[src/rtl/pwm_speed_sequencer.sv]
// pwm_speed_sequencer: command sequencer for the 3-bit-speed PWM generator.
// Accepts run/stop commands over a valid/ready handshake and ramps the
// generator speed one step every RAMP_DIV cycles toward the commanded target.
// Optional soft stop (ramp down to 0 before disabling) is compiled in when the
// macro PWM_SEQ_SOFTSTOP_EN is defined; otherwise a stop is immediate.
module pwm_speed_sequencer #(
  parameter int RAMP_DIV = 1024,
  parameter int CNT_W    = 16
) (
  input  logic       clk,
  input  logic       rst_n,
  input  logic       ena,
  input  logic       cmd_valid,
  output logic       cmd_ready,
  input  logic [2:0] cmd_speed,
  input  logic       cmd_enable,
  output logic       pwm_enable,
  output logic [2:0] pwm_speed,
  output logic       busy,
  output logic       done
);

  localparam logic [CNT_W-1:0] TICK_VAL = CNT_W'(RAMP_DIV - 1);

  typedef enum logic [1:0] {
    IDLE      = 2'd0,
    RAMP_UP   = 2'd1,
    RAMP_DOWN = 2'd2
`ifdef PWM_SEQ_SOFTSTOP_EN
    ,STOPPING = 2'd3
`endif
  } state_t;

  state_t           state, state_n;
  logic [CNT_W-1:0] prescaler, prescaler_n;
  logic [2:0]       target, target_n;
  logic [2:0]       speed_n;
  logic             enable_n;
  logic             done_n;
  logic             accept;
  logic             tick;

  assign cmd_ready = ena && (state == IDLE);
  assign busy      = (state != IDLE);
  assign accept    = cmd_valid && cmd_ready;
  assign tick      = (prescaler == TICK_VAL);

  // State and output registers; reset clears everything including done.
  always_ff @(posedge clk or negedge rst_n) begin
    if (!rst_n) begin
      state      <= IDLE;
      prescaler  <= '0;
      target     <= '0;
      pwm_enable <= 1'b0;
      pwm_speed  <= '0;
      done       <= 1'b0;
    end else begin
      state      <= state_n;
      prescaler  <= prescaler_n;
      target     <= target_n;
      pwm_enable <= enable_n;
      pwm_speed  <= speed_n;
      done       <= done_n;
    end
  end

  // Next-state logic: ena low aborts to IDLE from anywhere.
  always_comb begin
    state_n = state;
    if (!ena) begin
      state_n = IDLE;
    end else begin
      case (state)
        IDLE: begin
          if (accept) begin
            if (cmd_enable) begin
              // A stopped generator always sits at speed 0, so pwm_speed
              // is the current speed in both cases.
              if (cmd_speed > pwm_speed)      state_n = RAMP_UP;
              else if (cmd_speed < pwm_speed) state_n = RAMP_DOWN;
              else                            state_n = IDLE;
            end else begin
`ifdef PWM_SEQ_SOFTSTOP_EN
              if (pwm_speed != 3'd0) state_n = STOPPING;
              else                   state_n = IDLE;
`else
              state_n = IDLE;
`endif
            end
          end
        end
        RAMP_UP: begin
          if (tick && ((pwm_speed + 3'd1) == target)) state_n = IDLE;
        end
        RAMP_DOWN: begin
          if (tick && ((pwm_speed - 3'd1) == target)) state_n = IDLE;
        end
`ifdef PWM_SEQ_SOFTSTOP_EN
        STOPPING: begin
          if (tick && (pwm_speed == 3'd1)) state_n = IDLE;
        end
`endif
        default: state_n = IDLE;
      endcase
    end
  end

  // Output/datapath next values: prescaler, target, enable, speed, done pulse.
  always_comb begin
    prescaler_n = prescaler;
    target_n    = target;
    enable_n    = pwm_enable;
    speed_n     = pwm_speed;
    done_n      = 1'b0;
    if (!ena) begin
      prescaler_n = '0;
      enable_n    = 1'b0;
      speed_n     = '0;
    end else begin
      case (state)
        IDLE: begin
          if (accept) begin
            target_n    = cmd_speed;
            prescaler_n = '0;
            if (cmd_enable) begin
              if (!pwm_enable) begin
                enable_n = 1'b1;
                speed_n  = '0;
              end
              if (cmd_speed == pwm_speed) done_n = 1'b1;
            end else begin
`ifdef PWM_SEQ_SOFTSTOP_EN
              // Running: keep enable high and let STOPPING ramp to zero.
              if (pwm_speed == 3'd0) begin
                enable_n = 1'b0;
                speed_n  = '0;
                done_n   = 1'b1;
              end
`else
              enable_n = 1'b0;
              speed_n  = '0;
              done_n   = 1'b1;
`endif
            end
          end
        end
        RAMP_UP: begin
          prescaler_n = prescaler + CNT_W'(1);
          if (tick) begin
            prescaler_n = '0;
            speed_n     = pwm_speed + 3'd1;
            if ((pwm_speed + 3'd1) == target) done_n = 1'b1;
          end
        end
        RAMP_DOWN: begin
          prescaler_n = prescaler + CNT_W'(1);
          if (tick) begin
            prescaler_n = '0;
            speed_n     = pwm_speed - 3'd1;
            if ((pwm_speed - 3'd1) == target) done_n = 1'b1;
          end
        end
`ifdef PWM_SEQ_SOFTSTOP_EN
        STOPPING: begin
          prescaler_n = prescaler + CNT_W'(1);
          if (tick) begin
            prescaler_n = '0;
            speed_n     = pwm_speed - 3'd1;
            if (pwm_speed == 3'd1) begin
              enable_n = 1'b0;
              done_n   = 1'b1;
            end
          end
        end
`endif
        default: begin
          prescaler_n = '0;
        end
      endcase
    end
  end

endmodule
[config.mk]
export PLATFORM = sky130hd
export DESIGN_NAME = pwm_speed_sequencer
export DESIGN_NICKNAME = d
export VERILOG_FILES = /design/src/rtl/pwm_speed_sequencer.sv
export SDC_FILE = /design/constraint.sdc
export NUM_CORES = 1
export LEC_CHECK = 0
export CORE_ASPECT_RATIO = 1.5
export CORE_MARGIN = 1
export CORE_UTILIZATION = 30
export CTS_CLUSTER_DIAMETER = 200
export DETAILED_ROUTE_END_ITERATION = 7
export PLACE_DENSITY = 0.54
export SLEW_MARGIN = 20
export SYNTH_ARGS = -nofsm -noshare
export SYNTH_HDL_FRONTEND = slang
export SYNTH_SLANG_ARGS = --single-unit
[constraint.sdc]
create_clock -name clk -period 2.2 [get_ports clk]
set_input_delay 0.55 -clock clk [delete_from_list [all_inputs] [get_ports clk]]
set_output_delay 0.55 -clock clk [all_outputs]
set_load 0.01 [all_outputs]
# Yosys cells after proc, flatten, opt, wreduce, memory -nomap -nowiden
# Cells that the tools add are included.
# W data, S select, Z words.
dict set report totals {
  latchBits 0
  mem_bits_ro 0
  mem_bits_rw 0
  inputBits 8
  out_inout_bits 7
  elab_cells 69
  n_memories 0
  ff_bits 26
}
dict set report classes {
  n_shift 0
  n_bitwise 0
  order_cmp 2
  reduce_logical 11
  eq_ne 15
  muxes 32
  n_addsub 3
  mul 0
  n_div 0
}
# operator n
set op_table {}
lappend op_table {{$mux W16} 3}
lappend op_table {{$pmux W16 S2} 1}
lappend op_table {{$mux W3} 6}
lappend op_table {{$add A16 B1 Y16 const B} 1}
lappend op_table {{$eq A16 B10 Y1 const B} 1}
lappend op_table {{$ne A3 B3 Y1 const B} 5}
lappend op_table {{$mux W2} 7}
lappend op_table {{$mux W1} 12}
lappend op_table {{$eq A3 B3 Y1} 3}
lappend op_table {{$pmux W3 S3} 1}
lappend op_table {{$pmux W2 S3} 1}
lappend op_table {{$reduce_and A3 Y1} 2}
lappend op_table {{$reduce_and A5 Y1} 1}
lappend op_table {{$logic_and A1 B1 Y1} 4}
lappend op_table {{$ne A2 B1 Y1 const B} 2}
lappend op_table {{$ne A4 B1 Y1 const B} 1}
lappend op_table {{$ne A4 B4 Y1 const B} 1}
lappend op_table {{$add A3 B1 Y3 const B} 1}
lappend op_table {{$gt A3 B3 Y1} 1}
lappend op_table {{$lt A3 B3 Y1} 1}
lappend op_table {{$pmux W1 S3} 1}
lappend op_table {{$sub A3 B1 Y3 const B} 1}
lappend op_table {{$eq A2 B1 Y1 const B} 1}
lappend op_table {{$eq A2 B2 Y1 const B} 1}
lappend op_table {{other kinds (4)} 4}

# Depth between registers and ports, before layout
dict set report logic_depth {
  ltp_word 7
  depth_mapped 8
  depth_no_buf 7
}

# Least setup slack after synthesis
# Ideal clock, no wire load.
dict set report synth_path {
  path_type {register -> register}
  from {reg pwm_speed[0]}
  to {reg state[0]}
  required_ns 2.099
  period_less_slack_ns 2.000
  stages_incl_launch_ff 8
  setup_ns 0.101
  slack_ns 0.200
  arrival_time_ns 1.899
  path_cell_list {dfrtp_1 inv_1 ha_1 xor2_2 nor3b_1 o2111ai_1 and3_4 o32ai_1}
}
dict set report synth_between {
  elab_chain_cells 6
  word_cells_on_any_way 15
  cone_classes {2 x add/sub; 1 x order compare; 4 x eq/ne; 5 x mux; 3 x reduce/logical}
}
# element line
set synth_lines {}
lappend synth_lines {{from (decl)} 18} ;# output logic [2:0] pwm_speed,
lappend synth_lines {{from (signal assigned)} 62} ;# pwm_speed <= speed_n;
lappend synth_lines {{$gt A3 B3 Y1} 79} ;# if (cmd_speed > pwm_speed) state_n = RAMP_UP;
lappend synth_lines {{$mux W2} 79}
lappend synth_lines {{$mux W2} 76} ;# if (cmd_enable) begin
lappend synth_lines {{$mux W2} 75} ;# if (accept) begin
lappend synth_lines {{$pmux W2 S3} 73} ;# case (state)
lappend synth_lines {{$mux W2} 70} ;# if (!ena) begin
lappend synth_lines {{to (signal assigned)} 58} ;# state <= state_n;
lappend synth_lines {{to (decl)} 34} ;# state_t state, state_n;
# Several ways; a longest one is shown, not always the timed one. The select of a mux whose other input is x is not followed.
# A chain may end at the register's enable or synchronous reset.

# Worst setup path after layout
dict set report layout_path {
  from {reg state[0]}
  to {out busy}
}
dict set report layout_between {
  elab_chain_cells 1
}
# element line
set layout_lines {}
lappend layout_lines {{$reduce_bool A2 Y1} 44} ;# assign busy = (state != IDLE);
lappend layout_lines {{to (decl)} 19} ;# output logic busy,
# No other way between the ends.

==> impl_metrics.env <==
export IMPL_num_rows=32
export IMPL_pre_cts_slack_ps=-51.7
export IMPL_required_ps=1650
export IMPL_cts_setup_buffers=0
export IMPL_dp_final_hpwl_mm=2.68
export IMPL_hold_path_class="reg -> reg"
export IMPL_synth_most_common_cell="dfrtp_1"
export IMPL_place_congestion=0.781
export IMPL_antenna_found_initial=0
export IMPL_yosys_warnings=0
export IMPL_final_nets=218
export IMPL_synth_nets=193
export IMPL_ant_nets=0
export IMPL_rrSetupSlack_ps=180
export IMPL_finalNonFillerCells=267
export IMPL_skew_ps=2.41
export IMPL_finalHoldViolations=0
export IMPL_netlist_instances=175
export IMPL_syn_area_um2=1650
export IMPL_tightest_slew_ps=404
export IMPL_end_kind="output port"
export IMPL_grt_use_total=0.129
export IMPL_antennaDiodeCount=0
export IMPL_worstRegToRegCells=7
export IMPL_place_area_um2=1930
export IMPL_max_freq_mhz=476
export IMPL_grt_pass1_vias=1290
export IMPL_crit_chain="inv_1 -> ha_2 -> inv_1 -> clkdlybuf4s50_1"
export IMPL_routed_top_layer="met4"
export IMPL_synth_top_family_by_area="simple AND/OR/NAND/NOR gates"
export IMPL_r2r_end="state[0]"
export IMPL_async_reset_ff_frac=1.00
export IMPL_synth_flop_cell="dfrtp_1"
export IMPL_htreeDepth=1
export IMPL_die_area_um2=5810
export IMPL_finish_instance_area_um2=2010
export IMPL_first_pass_iters=3
export IMPL_crit_arrival_ps=1550
export IMPL_viasPerCell=4.63
export IMPL_whs_endpoint="target[0]"
export IMPL_p_leak_nw=0.901
export IMPL_critPathSlowestCell="clkdlybuf4s50_1"
export IMPL_path_clk_slew_ps=90
export IMPL_slew_headroom=0.728
export IMPL_numCtsBuffers=3
export IMPL_rsz0062_at_grt="false"
export IMPL_clk_latency_ps=270
export IMPL_ys_top_cells_by_area="dfrtp_1 (39%), ha_1 (7.6%), xor2_1 (6.4%)"
export IMPL_drt_met1_wl_mm=1.45
export IMPL_dp_cells=263
export IMPL_path_class="reg -> out"
export IMPL_root_buffer="clkbuf_8"
export IMPL_synth_adder_area_share=0.0758
export IMPL_grt_pass1_wl_mm=6.04
export IMPL_wl_met3_um=36
export IMPL_setup_violations=0
export IMPL_finalCriticalPeriod_ps=2100
export IMPL_start_kind="flip-flop"
export IMPL_first_iter_violations=44
export IMPL_hold_path_depth=2
export IMPL_drcViolationCount=0
export IMPL_cp_common_cell="inv_1"
export IMPL_io_pins=15
export IMPL_synth_edf_count=0
export IMPL_p_per_area_nw_per_um2=540
export IMPL_hold_buffers=0
export IMPL_vias=1237
export IMPL_cts_num_sinks=26
export IMPL_area_growth_pct=21.5
export IMPL_synth_seq_cells=26
export IMPL_maxCapViolCount=0
export IMPL_wl_mm=3.43
export IMPL_cts_max_path_buffers=2
export IMPL_holdCritStartpoint="target[0]"
export IMPL_drive_gt1_frac=0.146
export IMPL_grt_max_degree=27
export IMPL_met2WireLength_mm=1.92
export IMPL_die_y_um=92.9
export IMPL_yosysSeqAreaShare=0.394
export IMPL_fin_tns_setup_ps=0
export IMPL_holdWs_ps=515
export IMPL_status="finished, final reports clean"
export IMPL_wl_per_cell_um=12.9
export IMPL_cts_tree="done"
export IMPL_synth_compound_area_frac=0.0826
export IMPL_synthMuxAreaShare=0.0364
export IMPL_worstReg2RegStart="pwm_speed[1]"
export IMPL_start_util=0.317
export IMPL_synth_commonest_cells="dfrtp_1 (26), nand2_1 (21), nor2_1 (19), xor2_1 (12), inv_1 (11)"
export IMPL_coreArea_um2=5200
export IMPL_synth_simple_area_share=0.267
export IMPL_fin_ws_ps=98.3
export IMPL_cpPeakStageDelay_ps=530
export IMPL_syn_avg_cell_area_um2=9.44
export IMPL_synth_distinct_cells=44
export IMPL_cp_max_fo=3
export IMPL_io_buffers=14
export IMPL_finalCritPeriodShare=0.955
export IMPL_synth_top_area_frac=0.394
export IMPL_overflow=0
export IMPL_synth_xor_xnor_area_share=0.100
export IMPL_synth_top_area_cell="dfrtp_1"
export IMPL_ir_drop_mv=0.322
export IMPL_slew_violations=0
export IMPL_die_x_um=62.6
layer usage:
layer / vias up / global-route usage
met2: 4 / 0.252
met5: - / 0
met3: 2 / 0.0123
li1: 642 / -
met1: 589 / 0.144
met4: 0 / 0.0407
state kept, by name (all words and copies together), names as in the netlist:
register	count
pwm_enable	1
done	1
pwm_speed	3
target	3
state	2
prescaler	16
layout by cell type, fill, tap and decap left out, types with 2 or more instances in the layout:
master,count
dfrtp_1,26
nor3_1,2
mux2_4,2
nand2b_1,2
nand3_1,7
clkdlybuf4s50_1,13
a221oi_1,2
inv_1,11
nor3b_1,2
nand2_1,21
o21ai_0,4
nor2_1,19
clkbuf_8,3
buf_4,12
ha_1,9
and3_1,4
and2_1,4
or3_1,2
mux2i_1,3
a21oi_1,5
xor2_1,12
and3_2,2
xnor2_1,5
nand4_1,5
power by group:
part / switching [mW] / leakage (nW) / internal (mW)
clock: 0.153 / 0.0357 / 0.243
combinational: 0.0975 / 0.508 / 0.0865
sequential: 0.0117 / 0.357 / 0.492
per-stage QoR:
stage / power (mW) / util
global placement: 0.701 / 0.372
finish: 1.08 / 0.386
floorplan: 0.618 / -
detailed placement: 0.702 / 0.372
CTS: 1.10 / 0.386
global route: 1.13 / 0.386
kinds of logic after synthesis:
group	Yosys count
simple gates	80
flops	26
compound gates	19
xor+xnor	18
mux	5
buf+inv	17
fa+ha+maj	10
layout make-up:
class / instances / area, um^2
inverters: 11 / 41.3
flip-flops and latches: 26 / 651
clock inverters: 1 / 30.0
well taps: 68 / 85.1
clock buffers: 3 / 41.3
fillers: 548 / 3200
multi-input cells: 132 / 930
repair buffers: 26 / 229
worst max-delay path by stage:
stage,startpoint,endpoint
finish,state[0],busy
global route,pwm_speed[1],state[0]
CTS,state[0],busy
detailed placement,ena,cmd_ready
global placement,ena,cmd_ready
floorplan,pwm_speed[0],state[0]
repair_timing:
action | CTS | global route
endpoints found under the setup margin | 1 | 1
pin swaps | 0 | 1
resized for setup | 2 | 0
critical path: cells and delay by family (launching register included):
kind | cells | cell delay [ps]
adder cells (fa/ha/maj) | 1 | 210
flip-flops | 1 | 380
buffers and inverters | 3 | 690
No activity file was read; power rests on OpenSTA's default activity.
